## config.mk

```make
export PLATFORM = sky130hd
export DESIGN_NAME = maj_seq_eval_flat
export DESIGN_NICKNAME = d
export VERILOG_FILES = /design/src/rtl/maj_seq_eval_pkg.sv /design/src/rtl/maj_seq_eval_if.sv /design/src/rtl/maj_seq_eval_maj3_unit.sv /design/src/rtl/maj_seq_eval.sv /design/src/flat_wrapper.sv
export SDC_FILE = /design/constraint.sdc
export NUM_CORES = 1
export LEC_CHECK = 0
export CORE_MARGIN = 2
export CORE_UTILIZATION = 25
export CTS_CLUSTER_SIZE = 40
export DETAILED_ROUTE_END_ITERATION = 12
export SLEW_MARGIN = 20
export SYNTH_ARGS = -nofsm -noshare
export SYNTH_HDL_FRONTEND = slang
export SYNTH_SLANG_ARGS = --single-unit
```

## constraint.sdc

```tcl
create_clock -name clk -period 3.21 [get_ports clk]
set_input_delay 0.642 -clock clk [delete_from_list [all_inputs] [get_ports clk]]
set_output_delay 0.642 -clock clk [all_outputs]
set_load 0.005 [all_outputs]
```

## src/rtl/maj_seq_eval_pkg.sv

```systemverilog
// Shared types and constants for the sequential majority-netlist evaluator.
// Operand selects address x0..x6, a constant 0 and the result file r0..r7.
package maj_seq_pkg;

  localparam int N_IN    = 7;
  localparam int N_STEPS = 8;
  localparam int SEL_W   = 4;
  localparam int OP_W    = 5;

  localparam logic [SEL_W-1:0] SEL_X0   = 4'd0;
  localparam logic [SEL_W-1:0] SEL_X1   = 4'd1;
  localparam logic [SEL_W-1:0] SEL_X2   = 4'd2;
  localparam logic [SEL_W-1:0] SEL_X3   = 4'd3;
  localparam logic [SEL_W-1:0] SEL_X4   = 4'd4;
  localparam logic [SEL_W-1:0] SEL_X5   = 4'd5;
  localparam logic [SEL_W-1:0] SEL_X6   = 4'd6;
  localparam logic [SEL_W-1:0] SEL_ZERO = 4'd7;
  localparam logic [SEL_W-1:0] SEL_R0   = 4'd8;

  typedef struct packed {
    logic             inv;
    logic [SEL_W-1:0] sel;
  } operand_t;

  // op2 sits in the most significant bits of the 15-bit step word
  typedef struct packed {
    operand_t op2;
    operand_t op1;
    operand_t op0;
  } step_t;

  typedef enum logic [1:0] {
    IDLE = 2'd0,
    RUN  = 2'd1,
    DONE = 2'd2
  } state_t;

  function automatic logic maj3(input logic a, input logic b, input logic c);
    return (a & b) | (a & c) | (b & c);
  endfunction

endpackage

```

## src/rtl/maj_seq_eval_if.sv

```systemverilog
// Input-vector and result streams of the evaluator, each a valid/ready pair.
interface maj_seq_eval_if;
  import maj_seq_pkg::*;

  logic            in_valid;
  logic            in_ready;
  logic [N_IN-1:0] x;
  logic            out_valid;
  logic            out_ready;
  logic            out;

  modport master (
    output in_valid, x, out_ready,
    input  in_ready, out_valid, out
  );

  modport slave (
    input  in_valid, x, out_ready,
    output in_ready, out_valid, out
  );

endinterface

```

## src/rtl/maj_seq_eval_maj3_unit.sv

```systemverilog
// Shared majority unit: resolves three operand fields against x and the
// result file, applies optional inversion and returns MAJ(a,b,c).
module maj3_unit
  import maj_seq_pkg::*;
(
  input  operand_t             op0,
  input  operand_t             op1,
  input  operand_t             op2,
  input  logic [N_IN-1:0]      x,
  input  logic [N_STEPS-1:0]   r,
  output logic                 y
);

  // Select 7 falls on the zero bit padded above x6
  function automatic logic resolve(input operand_t op,
                                   input logic [N_IN-1:0] xv,
                                   input logic [N_STEPS-1:0] rv);
    logic [N_IN:0] xz;
    logic          v;
    xz = {1'b0, xv};
    if (op.sel[3]) begin
      v = rv[op.sel[2:0]];
    end else begin
      v = xz[op.sel[2:0]];
    end
    return v ^ op.inv;
  endfunction

  // Combinational operand mux plus majority vote
  always_comb begin
    y = maj3(resolve(op0, x, r), resolve(op1, x, r), resolve(op2, x, r));
  end

endmodule

```

## src/rtl/maj_seq_eval.sv

```systemverilog
// Time-multiplexed majority-chain evaluator: program memory, result file and
// IDLE/RUN/DONE controller around one shared maj3_unit.
module maj_seq_eval
  import maj_seq_pkg::*;
(
  input  logic        clk,
  input  logic        rst_n,
  maj_seq_eval_if.slave bus,
  input  logic        cfg_we,
  input  logic [2:0]  cfg_addr,
  input  logic [14:0] cfg_data,
  input  logic        cfg_len_we,
  input  logic [2:0]  cfg_len,
  output logic        cfg_err,
  output logic        busy
);

  state_t             state_r;
  state_t             state_s;
  step_t              prog_r [N_STEPS];
  logic [2:0]         len_r;
  logic [2:0]         k_r;
  logic [N_IN-1:0]    x_r;
  logic [N_STEPS-1:0] res_r;
  logic               out_r;
  logic               in_ready_r;
  logic               out_valid_r;
  logic               busy_r;
  logic               cfg_err_r;
  logic               accept_s;
  logic               last_step_s;
  logic               step_y_s;
  step_t              cur_step_s;

  assign accept_s    = (state_r == IDLE) && bus.in_valid && in_ready_r;
  assign last_step_s = (k_r == len_r);
  assign cur_step_s  = prog_r[k_r];

  maj3_unit u_maj3 (
    .op0 (cur_step_s.op0),
    .op1 (cur_step_s.op1),
    .op2 (cur_step_s.op2),
    .x   (x_r),
    .r   (res_r),
    .y   (step_y_s)
  );

  // Next-state logic for the controller
  always_comb begin
    state_s = state_r;
    case (state_r)
      IDLE: begin
        if (accept_s) begin
          state_s = RUN;
        end else begin
          state_s = IDLE;
        end
      end
      RUN: begin
        if (last_step_s) begin
          state_s = DONE;
        end else begin
          state_s = RUN;
        end
      end
      DONE: begin
        if (bus.out_ready) begin
          state_s = IDLE;
        end else begin
          state_s = DONE;
        end
      end
      default: state_s = IDLE;
    endcase
  end

  // State register and registered handshake/status flags
  always_ff @(posedge clk) begin
    if (!rst_n) begin
      state_r     <= IDLE;
      in_ready_r  <= 1'b1;
      out_valid_r <= 1'b0;
      busy_r      <= 1'b0;
      cfg_err_r   <= 1'b0;
    end else begin
      state_r     <= state_s;
      in_ready_r  <= (state_s == IDLE);
      out_valid_r <= (state_s == DONE);
      busy_r      <= (state_s != IDLE);
      cfg_err_r   <= (cfg_we | cfg_len_we) && (state_r != IDLE);
    end
  end

  // Program memory and length; writes outside IDLE are dropped
  always_ff @(posedge clk) begin
    if (!rst_n) begin
      for (int i = 0; i < N_STEPS; i++) begin
        prog_r[i] <= '0;
      end
      len_r <= 3'd0;
    end else begin
      if (cfg_we && (state_r == IDLE)) begin
        prog_r[cfg_addr] <= step_t'(cfg_data);
      end
      if (cfg_len_we && (state_r == IDLE)) begin
        len_r <= cfg_len;
      end
    end
  end

  // Datapath: input capture, per-step result write and final result latch
  always_ff @(posedge clk) begin
    if (!rst_n) begin
      x_r   <= '0;
      res_r <= '0;
      k_r   <= 3'd0;
      out_r <= 1'b0;
    end else begin
      case (state_r)
        IDLE: begin
          if (accept_s) begin
            x_r   <= bus.x;
            res_r <= '0;
            k_r   <= 3'd0;
          end
        end
        RUN: begin
          res_r[k_r] <= step_y_s;
          k_r        <= k_r + 3'd1;
          if (last_step_s) begin
            out_r <= step_y_s;
          end
        end
        default: begin
        end
      endcase
    end
  end

  assign bus.in_ready  = in_ready_r;
  assign bus.out_valid = out_valid_r;
  assign bus.out       = out_r;
  assign busy          = busy_r;
  assign cfg_err       = cfg_err_r;

endmodule
```

## src/flat_wrapper.sv

```systemverilog
// flat-port wrapper written by rule: the top's interface ports become plain ports
module maj_seq_eval_flat import maj_seq_pkg::*;
  (clk, rst_n, cfg_we, cfg_addr, cfg_data, cfg_len_we, cfg_len, cfg_err, busy, bus_in_valid, bus_x, bus_out_ready, bus_in_ready, bus_out_valid, bus_out);
  maj_seq_eval_if bus_i ();
  input  logic clk;
  input  logic rst_n;
  input  logic cfg_we;
  input  logic [2:0] cfg_addr;
  input  logic [14:0] cfg_data;
  input  logic cfg_len_we;
  input  logic [2:0] cfg_len;
  output logic cfg_err;
  output logic busy;
  input wire logic [$bits(bus_i.in_valid)-1:0] bus_in_valid;
  input wire logic [$bits(bus_i.x)-1:0] bus_x;
  input wire logic [$bits(bus_i.out_ready)-1:0] bus_out_ready;
  output wire logic [$bits(bus_i.in_ready)-1:0] bus_in_ready;
  output wire logic [$bits(bus_i.out_valid)-1:0] bus_out_valid;
  output wire logic [$bits(bus_i.out)-1:0] bus_out;
  assign bus_i.in_valid = bus_in_valid;
  assign bus_i.x = bus_x;
  assign bus_i.out_ready = bus_out_ready;
  assign bus_in_ready = bus_i.in_ready;
  assign bus_out_valid = bus_i.out_valid;
  assign bus_out = bus_i.out;
  maj_seq_eval u_core (.clk(clk), .rst_n(rst_n), .bus(bus_i), .cfg_we(cfg_we), .cfg_addr(cfg_addr), .cfg_data(cfg_data), .cfg_len_we(cfg_len_we), .cfg_len(cfg_len), .cfg_err(cfg_err), .busy(busy));
endmodule
```

Yosys cells after proc, flatten, opt, wreduce, memory -nomap -nowiden. Memory sizes are Yosys's and may differ from the RTL's. A register that Yosys moved wholly into a read port is not among the register bits. Cells that the tools add are included.

Flip-flop bits (word level): 28. RAM bits: 120. Output and inout port bits: 5. Memories kept: 1.

Memories: u_core.prog_r (words 8, width 15, read ports 1, clocked after Yosys merged registers in 1, write ports 8, RTL line maj_seq_eval.sv:20) `step_t prog_r [N_STEPS];`.

Add/subtract/negate cells: 1. $lt $le $gt $ge: 5. Eq/ne operators: 5. Multiplexer cells: 35. Bitwise logic cells: 9. Reductions and logical operators: 15.

Operators with widths (number): binary-select mux 1 bit (select 3 bit) (6); < comparator 3 x 4 -> 1 bit, second input constant (4); two-way mux 1 bit (16); case mux 8 bit (2 select lines) (1); two-way mux 15 bit (1); OR reduction 15 bit (1); two-way mux 3 bit (4); bitwise mux 8 bit (1); two-way mux 8 bit (1); logical AND 1 bit (6); case mux 2 bit (3 select lines) (1); case mux 3 bit (2 select lines) (1); AND reduction 2 bit (3); nonzero test 2 bit (3); == test 2 bit, second input constant (2); logical NOT 2 bit (2); two-way mux 2 bit (2); adder 3 x 1 -> 3 bit, second input constant (1); bitwise AND 1 bit (3); demux 1 bit (select 3 bit) (1); == test 3 bit (1); greater-or-equal comparator 3 x 1 -> 1 bit, second input constant (1); bitwise OR 1 bit (3); bitwise XOR 1 bit (3); other kinds (2) (2).

Longest topological paths before layout.
Depth after elaboration: 9. Depth in mapped cells: 13. Mapped depth without buffers: 8.

By module. Synthesis repeated with hierarchy kept, for this count alone.

Cells, all modules: 489. Area total of the unflattened synthesis: 7159.4 µm².

Modules (own cells, without submodules): maj_seq_eval (instances 1, cells each 455, area an instance 6718.9 µm², sequential area each 4224.1 µm²); maj3_unit (instances 1, cells each 34, area an instance 440.4 µm², sequential area each 0.0 µm²).

Least setup slack after synthesis. OpenSTA, ideal clock, no wires.

Path type: reg2reg. Start point: register with a tool-made name. End point: register u_core.out_r (netlist: u_core.bus.out). Library setup time: 0.128 ns. Arrival time: 2.477 ns. Required time: 3.082 ns. Path slack: 0.605 ns. Cell stages (with the launch flop): 12. Path through: dfxtp_1 -> buf_2 -> buf_4 -> mux4_2 -> buf_2 -> mux2i_1 -> a22oi_1 -> a311o_1 -> nand4_2 -> buf_6 -> o31ai_2 -> a31oi_1.

RTL lines: end signal, assigned (RTL line maj_seq_eval.sv:131) `out_r <= step_y_s;`; end, declared (RTL line maj_seq_eval.sv:25) `logic out_r;`.

==> impl_metrics.tcl <==
set metrics [dict create \
    status "finished clean" \
    initial_core_util_pct 25.3 \
    clk_latency_ns 0.43 \
    worstMarginPinSlew_ns 0.621 \
    synthSimpleGateAreaFrac_pct 18.4 \
    wire_per_inst_um 18.2 \
    setup_viol 0 \
    root_buffer "clkbuf_16" \
    wl_mm 19.0 \
    netlist-cell-type-count 57 \
    vias_per_cell 4.60 \
    layout.nets 674 \
    start_kind "flip-flop" \
    gp_congestion 0.772 \
    dieWidth_um 177 \
    finalSetupTns_ns 0 \
    die-area_um2 31300 \
    drc 0 \
    grt_usage_pct 12.7 \
    syn_inst 584 \
    fmax_mhz 349 \
    drv_slew 0 \
    cts.repair.resized 0 \
    core_area_um2 29600 \
    cpPeakStageDelay_ns 0.56 \
    cp_max_fo 32 \
    drtIter0Drc 340 \
    dr.pass1.iters 4 \
    endpoint_kind "flip-flop" \
    finalCriticalPeriod_ns 2.86 \
    grt_max_degree 33 \
    dr_total_vias 4796 \
    drive_above_1_share_pct 16.1 \
    critical_path.cell_chain "buf_12, mux4_2, mux2i_4, mux2i_1, mux2_2, o21ai_2, nor3_4, o21ai_1, a31oi_1" \
    areaGrowthSynthToFinish_pct 19.8 \
    antenna_found_initial 0 \
    switching_share_pct 27.1 \
    numPortBuffers 38 \
    synthArstFlopShare_pct 0 \
    ctsLongestPathBuffers 2 \
    rsz0062_at_grt "false" \
    p_seq_share_pct 47.3 \
    ant_nets 0 \
    dp_hpwl_mm 12.2 \
    whs_ns 0.491 \
    synth_top_family_by_area "simple AND/OR/NAND/NOR gates" \
    cp.required_ns 3.56 \
    die_h_um 177 \
    synthMuxAreaShare_pct 14.1 \
    grt_pass1_vias 5025 \
    switchingPower_uw 1300 \
    synth_nets 619 \
    powerDensity_nw_per_um2 536 \
    crit_type "reg -> reg" \
    ys_seq_area_share_pct 56.5 \
    mappedNetlistArea_um2 7470 \
    power_frac_comb_pct 13.8 \
    slew_headroom_pct 58.4 \
    hold_violations 0 \
    worst_path_max_delay_cell "mux4_2" \
    worstPathArrival_ns 3.21 \
    grt_first_pass_wirelength_mm 29.5 \
    vdd_drop_max_mv 0.335 \
    ctsHoldBuffers 0 \
    post-route-period-util_pct 89.2 \
    clkTransAtPathRegs_ns 0.07 \
    cts_buffers 17 \
    yosys_warnings 0 \
    post-cts-setup-buffers 0 \
    synthFlopType "edfxtp_1" \
    ios 39 \
    synth_compound_area_share_pct 7.63 \
    syn-mean-instance-area_um2 12.8 \
    clock_sinks 151 \
    synthXorXnorAreaFrac_pct 0.352 \
    hold_class "reg -> reg" \
    num_antenna_cells 0 \
    fp-row-count 63 \
    power.internal_uw 3500 \
    maxCapViolations 0 \
    power.leakage_uw 0.00320 \
    overflow 0 \
    cts_max_level 4 \
    ys_ff_latch 151 \
    synth-edff-count 120 \
    fin_skew_ns 0.00741 \
    fill_cells 3004 \
    synthAdderAreaFrac_pct 0.167 \
    clkPwrFrac_pct 38.9 \
    cts_tree "built" \
]
-- state kept, by name, indices dropped and copies added (netlist names), named ones only --
signal	flops
u_core.prog_r	120
u_core.cfg_err	1
u_core.bus.out_valid	1
u_core.res_r	8
u_core.len_r	3
u_core.x_r	7
u_core.busy	1
u_core.bus.in_ready	1
u_core.bus.out	1
u_core.state_r	2
u_core.k_r	3
-- through the flow --
stage	setup slack [ns]	utilization [%]	std cells	cell area [µm²]	power [µW]
floorplan	0.605	-	584	7470	2750
detailed placement	0.344	28.5	1010	8410	2980
finish	0.348	30.3	1042	8950	4800
CTS	0.319	30.3	1042	8950	4840
global route	0.0803	30.3	1042	8950	4980
global placement	0.378	28.5	1010	8410	2970
-- final cells by class --
| type | instances | area (µm²) | share of cell area [%] |
|---|---|---|---|
| repair buffers | 68 | 631 | 7.05 |
| multi-input cells | 396 | 3050 | 34.1 |
| flip-flops and latches | 151 | 4230 | 47.2 |
| inverters | 5 | 18.8 | 0.210 |
| well taps | 390 | 488 | 5.45 |
| clock inverters | 15 | 115 | 1.29 |
| clock buffers | 17 | 425 | 4.75 |
-- cells in the mapped netlist (4+ instances only) --
master / instances / area (µm²)
buf_6: 6 / 67.6
clkbuf_1: 16 / 60.1
dfxtp_1: 31 / 621
o21ai_0: 10 / 50.1
inv_1: 4 / 15.0
o211ai_1: 16 / 120
nand2_1: 43 / 161
buf_2: 4 / 20.0
mux4_2: 27 / 608
nor2_1: 29 / 109
nand4_1: 6 / 37.5
o311ai_0: 4 / 35.0
a21boi_0: 11 / 82.6
nand3_1: 20 / 100
nand2b_1: 5 / 31.3
o311ai_1: 8 / 70.1
nor2b_1: 5 / 31.3
edfxtp_1: 120 / 3600
and2_1: 125 / 782
mux2i_1: 37 / 370
-- logic make-up after synthesis --
logic type / count (synthesis)
buffers and inverters: 37
xor gates and xnor gates: 3
and+or+nand+nor: 248
DFF: 151
muxes: 69
adders and majority gates: 1
AOI/OAI and AO/OA: 75
-- layout by cell type (no fill, tap or decap), types with 6 or more instances in the layout --
cell	instances
nand2_1	43
dfxtp_1	30
nor2_1	29
nand4_1	6
o211ai_1	16
clkbuf_16	17
o311ai_1	8
clkdlybuf4s50_1	38
buf_4	28
edfxtp_1	120
a21boi_0	11
nand3_1	20
mux2i_1	37
mux4_2	27
o21ai_1	6
and2_1	125
-- worst paths after layout --
| check | slack, ns | startpoint | end | cells after the start |
|---|---|---|---|---|
| max | 0.35 | flip-flop | u_core.bus.out | 9 |
| max reg2reg | 0.35 | flip-flop | u_core.bus.out | 9 |
| min reg2reg | 0.49 | u_core.len_r[2] | u_core.len_r[2] | 2 |
| min | 0.49 | u_core.len_r[2] | u_core.len_r[2] | 2 |
-- critical path: cells and delay by family (launching register included) --
kind            cells  cell delay [ns]
flops               1             0.36
compound gates      3             0.40
simple gates        1             0.49
mux                 4             1.28
buf+inv             1             0.23
-- per-layer routing --
layer | vias up | track usage [%] | share of wire [%]
li1 | 2290 | - | -
met1 | 2355 | 16.8 | 45
met2 | 126 | 20.8 | 47
met3 | 25 | 2.13 | 5.7
met4 | 0 | 4.79 | 2.0
met5 | - | 0 | 0
-- power by group through the flow --
stage	combinational, µW	clock, µW	sequential (µW)
finish	661	1870	2270
CTS	667	1900	2270
global route	727	1970	2280
detailed placement	664	0	2310
floorplan	458	0	2290
global placement	654	0	2310
Note: power is estimated with default switching activity, not from simulation.
==> RTL change (same settings) <==
Re-encode `state_t` (3 states) as one-hot, 3 bits wide.
--- a/src/rtl/maj_seq_eval_pkg.sv
+++ b/src/rtl/maj_seq_eval_pkg.sv
@@ -29,10 +29,10 @@
     operand_t op0;
   } step_t;
 
-  typedef enum logic [1:0] {
-    IDLE = 2'd0,
-    RUN  = 2'd1,
-    DONE = 2'd2
+  typedef enum logic [2:0] {
+    IDLE = 3'b001,
+    RUN  = 3'b010,
+    DONE = 3'b100
   } state_t;
 
   function automatic logic maj3(input logic a, input logic b, input logic c);
Check against the original RTL: same outputs for any inputs over 4 cycles, from zero or initial values and one cycle with rst_n low; so few cycles prove little.
==> RTL change against the unedited design <==
Worst setup slack got worse by 0.17 ns. Clock power grew 5%. Wire length shrank 1.3%. Clock skew is 0.0033 ns higher. Design area grew 1.3%. Synthesized area increased by 0.57%. Sequential cell count rose by 1. Total power fell by 4.6%.
==> RTL change: results (changes against the unedited design) <==
* Routability cong. at 0.7980 (+3.4%)
* Peak VDD IR at 290.0 uV (-13%)
* R2R depth at 8 (-1)
* Logic inverters at 4 (-1)
* Pin count of the biggest net entering global routing at 24 (-27%)
* Top post-synthesis cells by area: edfxtp_1 48%, and2_1 10%, dfxtp_1 8.5%
* Reg2reg end: u_core.res_r[2]
* Met3 Resource Use GR at 0.02464 (+0.003373)
* Critical path peak fanout at 18 (-44%)
* Buffers outside the clock class at 70 (+2.9%)
* Final wirelength at 18710 um (-1.3%)
* Seq area share at 0.4685 (-0.003575)
* GR Util met2 at 0.2048 (-0.002739)
* CP max-delay cell: dfxtp_2
* First-pass GRT wire length at 28800 um (-2.5%)
* Critical path capture point: u_core.res_r[2]
* Synth cell count leaders: 126 x and2_1, 120 x edfxtp_1, 40 x mux2i_1
* Multi-input combinational cell area at 3080 um^2 (+1.1%)
* Vias/cell at 4.637 (+0.74%)
* # fillers at 3044 (+1.3%)
* LEAKAGE at 3.165 nW (-1.1%)
* Slowest stage delay, CP at 0.68 ns (+0.12 ns)
* Library cells used by synthesis at 48 (-16%)
* Met1 usage at 0.1608 (-0.007256)
* Met2 WL post-DR at 9152 um (+2.4%)
* Relative slew slack at 0.6255 (+0.04096)
* Status: completed
* Hold path startpoint: u_core.len_r[1]
* Seq Cell Count at 152 (+0.66%)
* Clkbuf count at 18 (+1)
* DR WL met3 at 653 um (-39%)
* DRT Pass-1 Iters at 5 (+1)
* Worst Path Arrival at 3.33 ns (+0.12 ns)
* Non-clock buffer area fraction after layout at 0.07300 (+0.002546)
* Synth Net Count at 631 (+1.9%)
* Worst Clk Skew at 0.01071 ns (+0.003301 ns)
* Share of post-route cells with drive strength above 1 at 0.1654 (+0.004371)
* Seq/Total Area, Yosys at 0.5646 (about the same)
* Multi-input gates at 407 (+2.8%)
* Minimum hold slack at 0.4824 ns (-0.008943 ns)
* Clock network area share at 0.06334 (+0.002951)
* Psw at 0.001126 W (-13%)
* Reg2Reg Setup Slack at 0.18 ns (-0.17 ns)
* Worst Hold Path EP: u_core.len_r[1]
* P_clk at 0.00196 W (+5%)
* Routed met1 length at 8587 um (+0.36%)
==> RTL change: cell types whose count changed after synthesis, moves of 5 or more <==
cell,unedited run,this run
nor3_1,3,12
mux2_2,2,10
nand3_1,20,28
o2111ai_1,0,8
o311ai_1,8,0
nor3b_1,1,8
o211ai_1,16,9
nand2_1,43,37
nor2b_1,5,0
==> RTL change: kinds of logic (layout without fill, tap and decap cells) <==
kind of cell | after synthesis | in the layout | synth area share
flip-flops | 152 | 152 | 0.5646
buffers and inverters | 37 | 106 | 0.02680
AO/OA/AOI/OAI | 61 | 61 | 0.05942
AND/OR/NAND/NOR | 265 | 265 | 0.1972
multiplexers | 77 | 77 | 0.1468
adder cells (fa/ha/maj) | 1 | 1 | 0.001664
XOR/XNOR | 3 | 3 | 0.003496
==> RTL change: per-stage QoR <==
stage,area [um^2],instances
after floorplan,7517,596
after global placement,8479,1023
after detailed placement,8479,1023
after CTS,9054,1055
after global routing,9067,1055
final,9067,1055
